$ cat src/rtl/mem_port_arbiter_if.sv
// rtl/mem_port_arbiter_if.sv - CPU/DMA request ports and memory port bundle for mem_port_arbiter
interface mem_port_arbiter_if #(
    parameter int AW = 8,
    parameter int DW = 8
);
    logic          cpu_req;
    logic          cpu_we;
    logic [AW-1:0] cpu_addr;
    logic [DW-1:0] cpu_wdata;
    logic [DW-1:0] cpu_rdata;
    logic          cpu_ack;
    logic          cpu_stall;

    logic          dma_req;
    logic          dma_we;
    logic [AW-1:0] dma_addr;
    logic [DW-1:0] dma_wdata;
    logic [DW-1:0] dma_rdata;
    logic          dma_ack;

    logic          mem_en;
    logic          mem_we;
    logic [AW-1:0] mem_addr;
    logic [DW-1:0] mem_wdata;
    logic [DW-1:0] mem_rdata;
    logic          owner;

    modport slave (
        input  cpu_req, cpu_we, cpu_addr, cpu_wdata,
        output cpu_rdata, cpu_ack, cpu_stall,
        input  dma_req, dma_we, dma_addr, dma_wdata,
        output dma_rdata, dma_ack,
        output mem_en, mem_we, mem_addr, mem_wdata,
        input  mem_rdata,
        output owner
    );

    modport master (
        output cpu_req, cpu_we, cpu_addr, cpu_wdata,
        input  cpu_rdata, cpu_ack, cpu_stall,
        output dma_req, dma_we, dma_addr, dma_wdata,
        input  dma_rdata, dma_ack,
        input  mem_en, mem_we, mem_addr, mem_wdata,
        output mem_rdata,
        input  owner
    );
endinterface

$ cat src/rtl/mem_port_arbiter.sv
// rtl/mem_port_arbiter.sv - round-robin arbiter of CPU and DMA onto one fixed-latency memory port
module mem_port_arbiter #(
    parameter int AW      = 8,
    parameter int DW      = 8,
    parameter int MEM_LAT = 2
) (
    input  logic              clk,
    input  logic              reset,
    mem_port_arbiter_if.slave bus
);
    typedef enum logic [1:0] {
        IDLE = 2'd0,
        WAIT = 2'd1,
        ACK  = 2'd2
    } state_t;

    localparam int            CW       = 3;
    localparam logic [CW-1:0] LAT_LOAD = CW'(MEM_LAT - 1);

    state_t        state;
    logic [CW-1:0] cnt;
    logic          last_owner;
    logic          owner_q;
    logic          cpu_ack_q;
    logic          dma_ack_q;
    logic [DW-1:0] cpu_rdata_q;
    logic [DW-1:0] dma_rdata_q;

    logic          any_req;
    logic          grant_dma;
    logic          issue;
    logic          win_we;
    logic [AW-1:0] win_addr;
    logic [DW-1:0] win_wdata;
    logic          owner_we;

    always_comb begin
        any_req   = bus.cpu_req | bus.dma_req;
        // On contention the port that did not win last time takes the grant.
        grant_dma = bus.dma_req & (~bus.cpu_req | ~last_owner);
        // Reset gates the strobe directly so a held request cannot reach memory.
        issue     = reset & (state == IDLE) & any_req;
        win_we    = grant_dma ? bus.dma_we    : bus.cpu_we;
        win_addr  = grant_dma ? bus.dma_addr  : bus.cpu_addr;
        win_wdata = grant_dma ? bus.dma_wdata : bus.cpu_wdata;
        owner_we  = owner_q   ? bus.dma_we    : bus.cpu_we;
    end

    assign bus.mem_en    = issue;
    assign bus.mem_we    = issue & win_we;
    assign bus.mem_addr  = issue ? win_addr  : '0;
    assign bus.mem_wdata = issue ? win_wdata : '0;

    assign bus.cpu_rdata = cpu_rdata_q;
    assign bus.dma_rdata = dma_rdata_q;
    assign bus.cpu_ack   = cpu_ack_q;
    assign bus.dma_ack   = dma_ack_q;
    assign bus.owner     = owner_q;
    assign bus.cpu_stall = bus.cpu_req & ~cpu_ack_q;

    always_ff @(posedge clk or negedge reset) begin
        if (!reset) begin
            state       <= IDLE;
            cnt         <= '0;
            last_owner  <= 1'b1;
            owner_q     <= 1'b0;
            cpu_ack_q   <= 1'b0;
            dma_ack_q   <= 1'b0;
            cpu_rdata_q <= '0;
            dma_rdata_q <= '0;
        end else begin
            case (state)
                IDLE: begin
                    cpu_ack_q <= 1'b0;
                    dma_ack_q <= 1'b0;
                    if (any_req) begin
                        owner_q    <= grant_dma;
                        last_owner <= grant_dma;
                        cnt        <= LAT_LOAD;
                        state      <= WAIT;
                    end
                end
                WAIT: begin
                    if (cnt == '0) begin
                        // Requesters hold we until ack, so the owner's we still describes this access.
                        if (!owner_we) begin
                            if (owner_q) dma_rdata_q <= bus.mem_rdata;
                            else         cpu_rdata_q <= bus.mem_rdata;
                        end
                        cpu_ack_q <= ~owner_q;
                        dma_ack_q <= owner_q;
                        state     <= ACK;
                    end else begin
                        cnt <= cnt - 1'b1;
                    end
                end
                ACK: begin
                    cpu_ack_q <= 1'b0;
                    dma_ack_q <= 1'b0;
                    state     <= IDLE;
                end
                default: begin
                    cpu_ack_q <= 1'b0;
                    dma_ack_q <= 1'b0;
                    state     <= IDLE;
                end
            endcase
        end
    end
endmodule

$ cat src/flat_wrapper.sv
// flat-port wrapper written by rule: the top's interface ports become plain ports
module mem_port_arbiter_flat 
#(
    parameter int AW      = 8,
    parameter int DW      = 8,
    parameter int MEM_LAT = 2
)
  (clk, reset, bus_cpu_req, bus_cpu_we, bus_cpu_addr, bus_cpu_wdata, bus_cpu_rdata, bus_cpu_ack, bus_cpu_stall, bus_dma_req, bus_dma_we, bus_dma_addr, bus_dma_wdata, bus_dma_rdata, bus_dma_ack, bus_mem_en, bus_mem_we, bus_mem_addr, bus_mem_wdata, bus_mem_rdata, bus_owner);
  mem_port_arbiter_if #(.AW(AW), .DW(DW)) bus_i ();
  input  logic clk;
  input  logic reset;
  input wire logic [$bits(bus_i.cpu_req)-1:0] bus_cpu_req;
  input wire logic [$bits(bus_i.cpu_we)-1:0] bus_cpu_we;
  input wire logic [$bits(bus_i.cpu_addr)-1:0] bus_cpu_addr;
  input wire logic [$bits(bus_i.cpu_wdata)-1:0] bus_cpu_wdata;
  output wire logic [$bits(bus_i.cpu_rdata)-1:0] bus_cpu_rdata;
  output wire logic [$bits(bus_i.cpu_ack)-1:0] bus_cpu_ack;
  output wire logic [$bits(bus_i.cpu_stall)-1:0] bus_cpu_stall;
  input wire logic [$bits(bus_i.dma_req)-1:0] bus_dma_req;
  input wire logic [$bits(bus_i.dma_we)-1:0] bus_dma_we;
  input wire logic [$bits(bus_i.dma_addr)-1:0] bus_dma_addr;
  input wire logic [$bits(bus_i.dma_wdata)-1:0] bus_dma_wdata;
  output wire logic [$bits(bus_i.dma_rdata)-1:0] bus_dma_rdata;
  output wire logic [$bits(bus_i.dma_ack)-1:0] bus_dma_ack;
  output wire logic [$bits(bus_i.mem_en)-1:0] bus_mem_en;
  output wire logic [$bits(bus_i.mem_we)-1:0] bus_mem_we;
  output wire logic [$bits(bus_i.mem_addr)-1:0] bus_mem_addr;
  output wire logic [$bits(bus_i.mem_wdata)-1:0] bus_mem_wdata;
  input wire logic [$bits(bus_i.mem_rdata)-1:0] bus_mem_rdata;
  output wire logic [$bits(bus_i.owner)-1:0] bus_owner;
  assign bus_i.cpu_req = bus_cpu_req;
  assign bus_i.cpu_we = bus_cpu_we;
  assign bus_i.cpu_addr = bus_cpu_addr;
  assign bus_i.cpu_wdata = bus_cpu_wdata;
  assign bus_cpu_rdata = bus_i.cpu_rdata;
  assign bus_cpu_ack = bus_i.cpu_ack;
  assign bus_cpu_stall = bus_i.cpu_stall;
  assign bus_i.dma_req = bus_dma_req;
  assign bus_i.dma_we = bus_dma_we;
  assign bus_i.dma_addr = bus_dma_addr;
  assign bus_i.dma_wdata = bus_dma_wdata;
  assign bus_dma_rdata = bus_i.dma_rdata;
  assign bus_dma_ack = bus_i.dma_ack;
  assign bus_mem_en = bus_i.mem_en;
  assign bus_mem_we = bus_i.mem_we;
  assign bus_mem_addr = bus_i.mem_addr;
  assign bus_mem_wdata = bus_i.mem_wdata;
  assign bus_i.mem_rdata = bus_mem_rdata;
  assign bus_owner = bus_i.owner;
  mem_port_arbiter #(.AW(AW), .DW(DW), .MEM_LAT(MEM_LAT)) u_core (.clk(clk), .reset(reset), .bus(bus_i));
endmodule
$ cat config.mk
export PLATFORM = sky130hd
export DESIGN_NAME = mem_port_arbiter_flat
export DESIGN_NICKNAME = d
export VERILOG_FILES = /design/src/rtl/mem_port_arbiter_if.sv /design/src/rtl/mem_port_arbiter.sv /design/src/flat_wrapper.sv
export SDC_FILE = /design/constraint.sdc
export NUM_CORES = 1
export LEC_CHECK = 0
export ABC_CLOCK_PERIOD_IN_PS = 1620
export BUFFER_PORTS_ARGS = -buffer_cell sky130_fd_sc_hd__buf_4
export CORE_MARGIN = 1.5
export CORE_UTILIZATION = 35
export CTS_CLUSTER_DIAMETER = 40
export CTS_CLUSTER_SIZE = 30
export DETAILED_ROUTE_END_ITERATION = 12
export GPL_TIMING_DRIVEN = 1
export PLACE_DENSITY_LB_ADDON = 0.2
export REMOVE_ABC_BUFFERS = 1
export SETUP_SLACK_MARGIN = 0.05
export SLEW_MARGIN = 5
export SYNTH_ARGS = -nofsm -noshare
export SYNTH_HDL_FRONTEND = slang
export SYNTH_SLANG_ARGS = --single-unit
export TNS_END_PERCENT = 5
$ cat constraint.sdc
create_clock -name clk -period 1.62 [get_ports clk]
set_input_delay 0 -clock clk [delete_from_list [all_inputs] [get_ports clk]]
set_output_delay 0 -clock clk [all_outputs]
set_load 0.005 [all_outputs]
==> results.md, run 1 <==
- Status: finished with violations
- Failing checks: negative setup slack
- Slowest stage delay, CP: 0.39 ns
- CTS buffer count: 3
- Antenna violations before repair: 0
- Die Wd: 64.3 µm
- Core ar.: 0.00363 mm²
- Crit path launch: u_core.cnt[1]
- Ant diodes: 0
- WHS: 0.0258 ns
- Final period util: 108%
- Crit end category: flip-flop
- Share of the synthesized area in the top cell type: 45.7%
- Placed Cells: 264
- # setup viols final: 16
- Vias per cell: 4.63
- Fraction of layout cells with a size suffix above 1: 53.0%
- Slew HR: 60.2%
- Largest net degree at the start of global routing: 27
- H-tree depth: 1
- R2R depth: 7
- CTS max path bufs: 2
- Min-Delay Path Class: in2reg
- CP Buf/Inv Count: 2
- Worst path top cell family by delay: simple AND/OR/NAND/NOR gates
- Logic pwr share: 52.0%
- Avg Cell Area, Syn: 9.95 µm²
- Worst hold stages: 2
- Reg2Reg Launch Point: u_core.cnt[1]
- Hold EP: u_core.bus.owner
- Maxcap violations: 0
- FF+latch count, synth: 25
- Worst Path Required: 1.78 ns
- Post-Syn Instances: 132
- Internal cell power: 2.14 mW
- Total global routing track utilization: 17.1%
- Setup Skew: 0.00315 ns
- Post-Synthesis Cell Area: 0.00131 mm²
- Most frequent cells in the layout: buf_4, nand2_1, dfrtp_1
- Drt wl/cell: 12.9 µm
- Pins Over Slew Limit: 0
- Residual DRC: 0
- Row cnt: 22
- Worst Hold Launch: bus_dma_req
- Grt total ovfl: 0
- Unrepaired setup endpoints after global routing: yes
- Root Buffer: clkbuf_8
- Critical path type: reg2reg
- Fin worst setup slack: -0.128 ns
- Largest area contributor in the netlist: dfrtp_1
- Worst-Skew Late Latency: 0.27 ns
- CTS tree: built
- Pwr/cell area: 1450 mW/mm²
- Clock Power Share: 11.6%
- Crit path cell chain: inv_2 > ha_4 > ha_4 > nand3b_2 > or3_1 > buf_6 > mux2_4
- Vias post-DR: 1286
- Die height: 64.3 µm
- Switching Fraction: 33.6%
- Sw power: 1.08 mW
- Flop pwr share: 36.4%
- Top post-synthesis cells by area: dfrtp_1, nand2_1, mux2_4, a21oi_1, mux2_2
- Clk slew on worst S/H paths: 0.09 ns
- Post-synthesis sequential area ratio: 47.7%
- Port bufs: 83
- Reg2Reg Setup Slack: -0.13 ns
- DR pass1 iterations: 4
- Clock sink count: 25
- Nets@finish: 279
- Post-DP HPWL: 2650 µm
- Worst-margin pin slew: 0.591 ns
- 1st-iter DRT viols: 60
- Most common cell after layout, fill and taps aside: buf_4
- Critical Path Fanout Max: 8
- Leak: 1.15 nW
- Postcts setup bufs: 0
- Die Area: 0.00413 mm²
- Post-layout min period: 1.75 ns
- Final hold violations: 0
- Worst path arrival time: 1.91 ns
- Crit path top cell by count: ha_4
- Final wirelength: 3590 µm
- Yosys warning total: 0
- Number of global-route vias before repair: 1249
- Total Power: 3.22 mW
- Initial Utilization: 36.2%
- GPL Wtd Cong: 0.770
- Achievable Freq: 572 MHz
- Crit path depth: 7
- Final non-filler cell total: 278
- Post-DRT Antenna Nets: 0
- VDD IR max: 1.07 mV
- RR Endpoint: u_core.bus.cpu_rdata[4]
- Area growth, synth to finish: 69.4%
- Slowest CP cell: dfrtp_1
- Synth unique cells: 26
- Global-route wire length before repair: 5630 µm
- Post-Place Setup Slack: -0.137 ns
- Startpoint types: flip-flop
- I/O pin count: 84
-- Yosys cell counts (all sizes together) --
| master | number |
|---|---|
| o31ai | 1 |
| mux2i | 2 |
| a21oi | 19 |
| a32o | 1 |
| o2bb2ai | 2 |
| nor2 | 3 |
| or3b | 1 |
| nor2b | 1 |
| nand3b | 1 |
| o21ai | 1 |
| a21boi | 1 |
| a21bo | 1 |
| or3 | 1 |
| a31oi | 1 |
| o211ai | 1 |
| buf | 6 |
| dfstp | 1 |
| nand2b | 1 |
| ha | 2 |
| inv | 7 |
| nand2 | 37 |
| nor3 | 1 |
| mux2 | 16 |
| dfrtp | 24 |
-- power groups by stage --
stage | clock network (mW) | registers (mW) | logic [mW]
6_report | 0.374 | 1.17 | 1.67
5_1_grt | 0.421 | 1.21 | 1.85
4_1_cts | 0.389 | 1.16 | 1.58
3_5_place_dp | 0 | 1.15 | 1.53
3_3_place_gp | 0 | 1.15 | 1.48
2_1_floorplan | 0 | 1.14 | 0.752
-- cell type report --
class	instances	area, µm²
clock buffers	3	41.3
clock inverters	1	7.51
fillers	326	1410
inverters	7	26.3
multi-input cells	94	681
flip-flops and latches	25	627
well taps	48	60.1
repair buffers	100	783
-- cells by family (layout without fill, tap and decap cells) --
group | after synthesis | count (layout) | synth area share, %
buf+inv | 13 | 111 | 4.76
flops | 25 | 25 | 47.7
compound gates | 28 | 28 | 13.0
mux | 18 | 18 | 17.5
simple gates | 46 | 46 | 15.1
fa+ha+maj | 2 | 2 | 1.90
-- repair_timing --
item / in CTS / in global routing
pin swaps: 0 / 3
gates cloned: 0 / 0
endpoints found under the setup margin: 36 / 36
hold buffers: 10 / 0
gates resized for setup: 7 / 8
hold endpoints to repair: 42 / 0
-- worst max-delay path by stage --
stage	endpoint	slack [ns]
after floorplan	u_core.bus.cpu_rdata[0]	-0.26
after global placement	u_core.bus.cpu_rdata[0]	-0.09
after detailed placement	u_core.bus.cpu_rdata[0]	-0.14
after CTS	u_core.bus.cpu_rdata[3]	-0.14
after global routing	u_core.bus.cpu_rdata[3]	-0.20
final	u_core.bus.cpu_rdata[4]	-0.13
-- per-stage QoR --
stage,util (%),TNS (ns),cell area [µm²]
after detailed placement,55.4,-2.01,2010
after global routing,61.3,-3.06,2230
final,61.3,-1.27,2230
after floorplan,-,-3.31,1280
after global placement,55.4,-1.34,2010
after CTS,60.4,-2.03,2190
-- flip-flops by register name, indices dropped and copies added, names as in the netlist --
signal,cells
u_core.bus.cpu_rdata,8
u_core.bus.dma_rdata,8
u_core.bus.dma_ack,1
u_core.bus.owner,1
u_core.bus.cpu_ack,1
u_core.last_owner,1
u_core.cnt,3
u_core.state,2
-- metal layers --
layer,share of wire (%),track usage (%),up-vias
met5,0,0,-
met4,1.7,3.99,0
met3,3.4,3.35,7
met2,53,31.4,30
met1,41,20.4,611
li1,-,-,638
(Power assumes the default switching activity.)
==> run 2: changes to the inputs <==
--- a/config.mk
+++ b/config.mk
@@ -7,14 +7,15 @@
 export LEC_CHECK = 0
 export ABC_CLOCK_PERIOD_IN_PS = 1620
 export BUFFER_PORTS_ARGS = -buffer_cell sky130_fd_sc_hd__buf_4
+export CELL_PAD_IN_SITES_DETAIL_PLACEMENT = 1
+export CELL_PAD_IN_SITES_GLOBAL_PLACEMENT = 1
 export CORE_MARGIN = 1.5
-export CORE_UTILIZATION = 35
+export CORE_UTILIZATION = 27
 export CTS_CLUSTER_DIAMETER = 40
 export CTS_CLUSTER_SIZE = 30
 export DETAILED_ROUTE_END_ITERATION = 12
 export GPL_TIMING_DRIVEN = 1
 export PLACE_DENSITY_LB_ADDON = 0.2
-export REMOVE_ABC_BUFFERS = 1
 export SETUP_SLACK_MARGIN = 0.05
 export SLEW_MARGIN = 5
 export SYNTH_ARGS = -nofsm -noshare
==> run 2 against run 1 <==
Effect of this change: the run still ends with negative setup slack left; non-clock buffer count grew 2; sequential share of layout area down 0.94 points; critical path depth unchanged; cell count grew 2.9%; hold slack better by 0.014 ns; sequential power about the same; die area grew 28%; clock skew decreased by 0.0019 ns; power up 5.9%; clock-buffer cell count stayed put; critical path type unchanged; highest routed layer unchanged.
==> results.md, run 2 (same netlist as run 1, synthesis figures left out) <==
- Status: finished with violations
- Failing checks: negative setup slack
- Internal cell power: 2.22 mW
- Final period util: 107%
- Initial Utilization: 28.0%
- # setup viols final: 16
- Vias post-DR: 1356
- Port bufs: 83
- Clock Power Share: 10.6%
- Total Power: 3.41 mW
- Maxcap violations: 0
- Reg2Reg Launch Point: u_core.cnt[1]
- Grt total ovfl: 0
- Clk slew on worst S/H paths: 0.08 ns
- Row cnt: 25
- Critical Path Fanout Max: 8
- Unrepaired setup endpoints after global routing: yes
- Most common cell after layout, fill and taps aside: buf_4
- Global-route wire length before repair: 7170 µm
- Root Buffer: clkbuf_8
- Startpoint types: flip-flop
- Slowest stage delay, CP: 0.41 ns
- Crit path cell chain: inv_2 > ha_4 > ha_4 > nand3b_4 > or3_4 > buf_6 > mux2_4
- Slew HR: 54.8%
- Setup Skew: 0.00126 ns
- Worst Hold Launch: bus_dma_req
- Switching Fraction: 35.0%
- Met1 WL: 1880 µm
- Most frequent cells in the layout: buf_4, nand2_1, dfrtp_1
- R2R depth: 7
- VDD IR max: 0.742 mV
- Slowest CP cell: dfrtp_1
- Die height: 72.8 µm
- Residual DRC: 0
- Worst Path Required: 1.77 ns
- Logic pwr share: 54.3%
- H-tree depth: 1
- I/O pin count: 84
- Fraction of layout cells with a size suffix above 1: 58.2%
- Post-DRT Antenna Nets: 0
- Worst hold stages: 2
- Area growth, synth to finish: 75.6%
- Syn Nets: 180
- Achievable Freq: 576 MHz
- Final hold violations: 0
- Crit path top cell by count: ha_4
- Worst path arrival time: 1.89 ns
- Total global routing track utilization: 17.3%
- Pins Over Slew Limit: 0
- Post-DP HPWL: 3480 µm
- Layout fillers: 543
- Ant diodes: 0
- Crit end category: flip-flop
- Final non-filler cell total: 286
- Antenna violations before repair: 0
- Placed Cells: 271
- CTS max path bufs: 2
- Reg2Reg Setup Slack: -0.12 ns
- Drt wl/cell: 16.1 µm
- Critical path type: reg2reg
- Nets@finish: 281
- Number of global-route vias before repair: 1468
- Core ar.: 0.00469 mm²
- Die Area: 0.00529 mm²
- Die Wd: 72.8 µm
- Flop pwr share: 35.0%
- 1st-iter DRT viols: 26
- Min-Delay Path Class: in2reg
- Met3 wire len: 303 µm
- Largest net degree at the start of global routing: 26
- Worst-Skew Late Latency: 0.26 ns
- Uppermost layer routed: met4
- Fin worst setup slack: -0.115 ns
- Final wirelength: 4590 µm
- Vias per cell: 4.74
- Hold EP: u_core.bus.owner
- CTS buffer count: 3
- Setup TNS: -1.57 ns
- Sw power: 1.19 mW
- RR Endpoint: u_core.bus.cpu_rdata[7]
- Leak: 1.18 nW
- GPL Wtd Cong: 0.744
- Clock sink count: 25
- Metal2 WL: 2380 µm
- Post-layout min period: 1.74 ns
- Worst-margin pin slew: 0.672 ns
- Pwr/cell area: 1480 mW/mm²
- DR pass1 iterations: 4
- CTS tree: built
==> run 2: power by group through the flow <==
stage | Clock [mW] | Sequential [mW] | Combinational (mW)
final | 0.362 | 1.20 | 1.85
after global routing | 0.395 | 1.24 | 2.04
after CTS | 0.375 | 1.19 | 1.80
after detailed placement | 0 | 1.18 | 1.65
after global placement | 0 | 1.16 | 1.54
after floorplan | 0 | 1.14 | 0.812
==> run 2: layer usage <==
layer	global-route usage, %	up-vias
li1	-	644
met1	20.5	648
met2	32.8	60
met3	2.62	4
met4	3.77	0
met5	0	-
==> run 2: cell type report <==
class | instances | area [µm²] | share of cell area (%)
multi-input combinational | 94 | 741 | 32.1
inverter | 7 | 26.3 | 1.14
timing repair buffer | 102 | 798 | 34.6
clock buffer | 3 | 41.3 | 1.79
tap | 54 | 67.6 | 2.93
clock inverter | 1 | 5.00 | 0.217
sequential | 25 | 628 | 27.2
==> run 2: worst max-delay path by stage <==
| stage | endpoint | cells past startpoint | startpoint | slack (ns) |
|---|---|---|---|---|
| 2_1_floorplan | u_core.bus.cpu_rdata[0] | 7 | u_core.cnt[0] | -0.11 |
| 3_3_place_gp | u_core.bus.cpu_rdata[1] | 7 | u_core.cnt[0] | -0.08 |
| 3_5_place_dp | u_core.bus.cpu_rdata[7] | 7 | u_core.cnt[1] | -0.18 |
| 4_1_cts | u_core.bus.cpu_rdata[7] | 7 | u_core.cnt[1] | -0.15 |
| 5_1_grt | u_core.bus.cpu_rdata[6] | 7 | u_core.cnt[0] | -0.16 |
| 6_report | u_core.bus.cpu_rdata[7] | 7 | u_core.cnt[1] | -0.12 |
==> run 2: what timing repair did <==
action | 4_1_cts | 5_1_grt
hold buffers | 10 | 0
endpoints found under the hold margin | 41 | 0
gates resized for setup | 12 | 16
setup buffers | 1 | 0
endpoints found under the setup margin | 36 | 36
pin swaps | 3 | 6
==> run 2: worst max-delay path, delay by kind of cell, from the launching register on <==
kind                       cells  cell delay, ns
adders and majority gates      2            0.28
buffers and inverters          2            0.24
and+or+nand+nor                2            0.40
DFF                            1            0.41
muxes                          1            0.30
==> run 2: metrics by stage <==
step	cell area, µm²	hold slack (ns)	util, %	worst slack (ns)
2_1_floorplan	1330	-0.296	-	-0.106
3_3_place_gp	2040	0.0221	43.5	-0.0816
3_5_place_dp	2040	0.0274	43.5	-0.179
4_1_cts	2250	0.0284	48.0	-0.146
5_1_grt	2310	0.0364	49.2	-0.160
6_report	2310	0.0395	49.2	-0.115
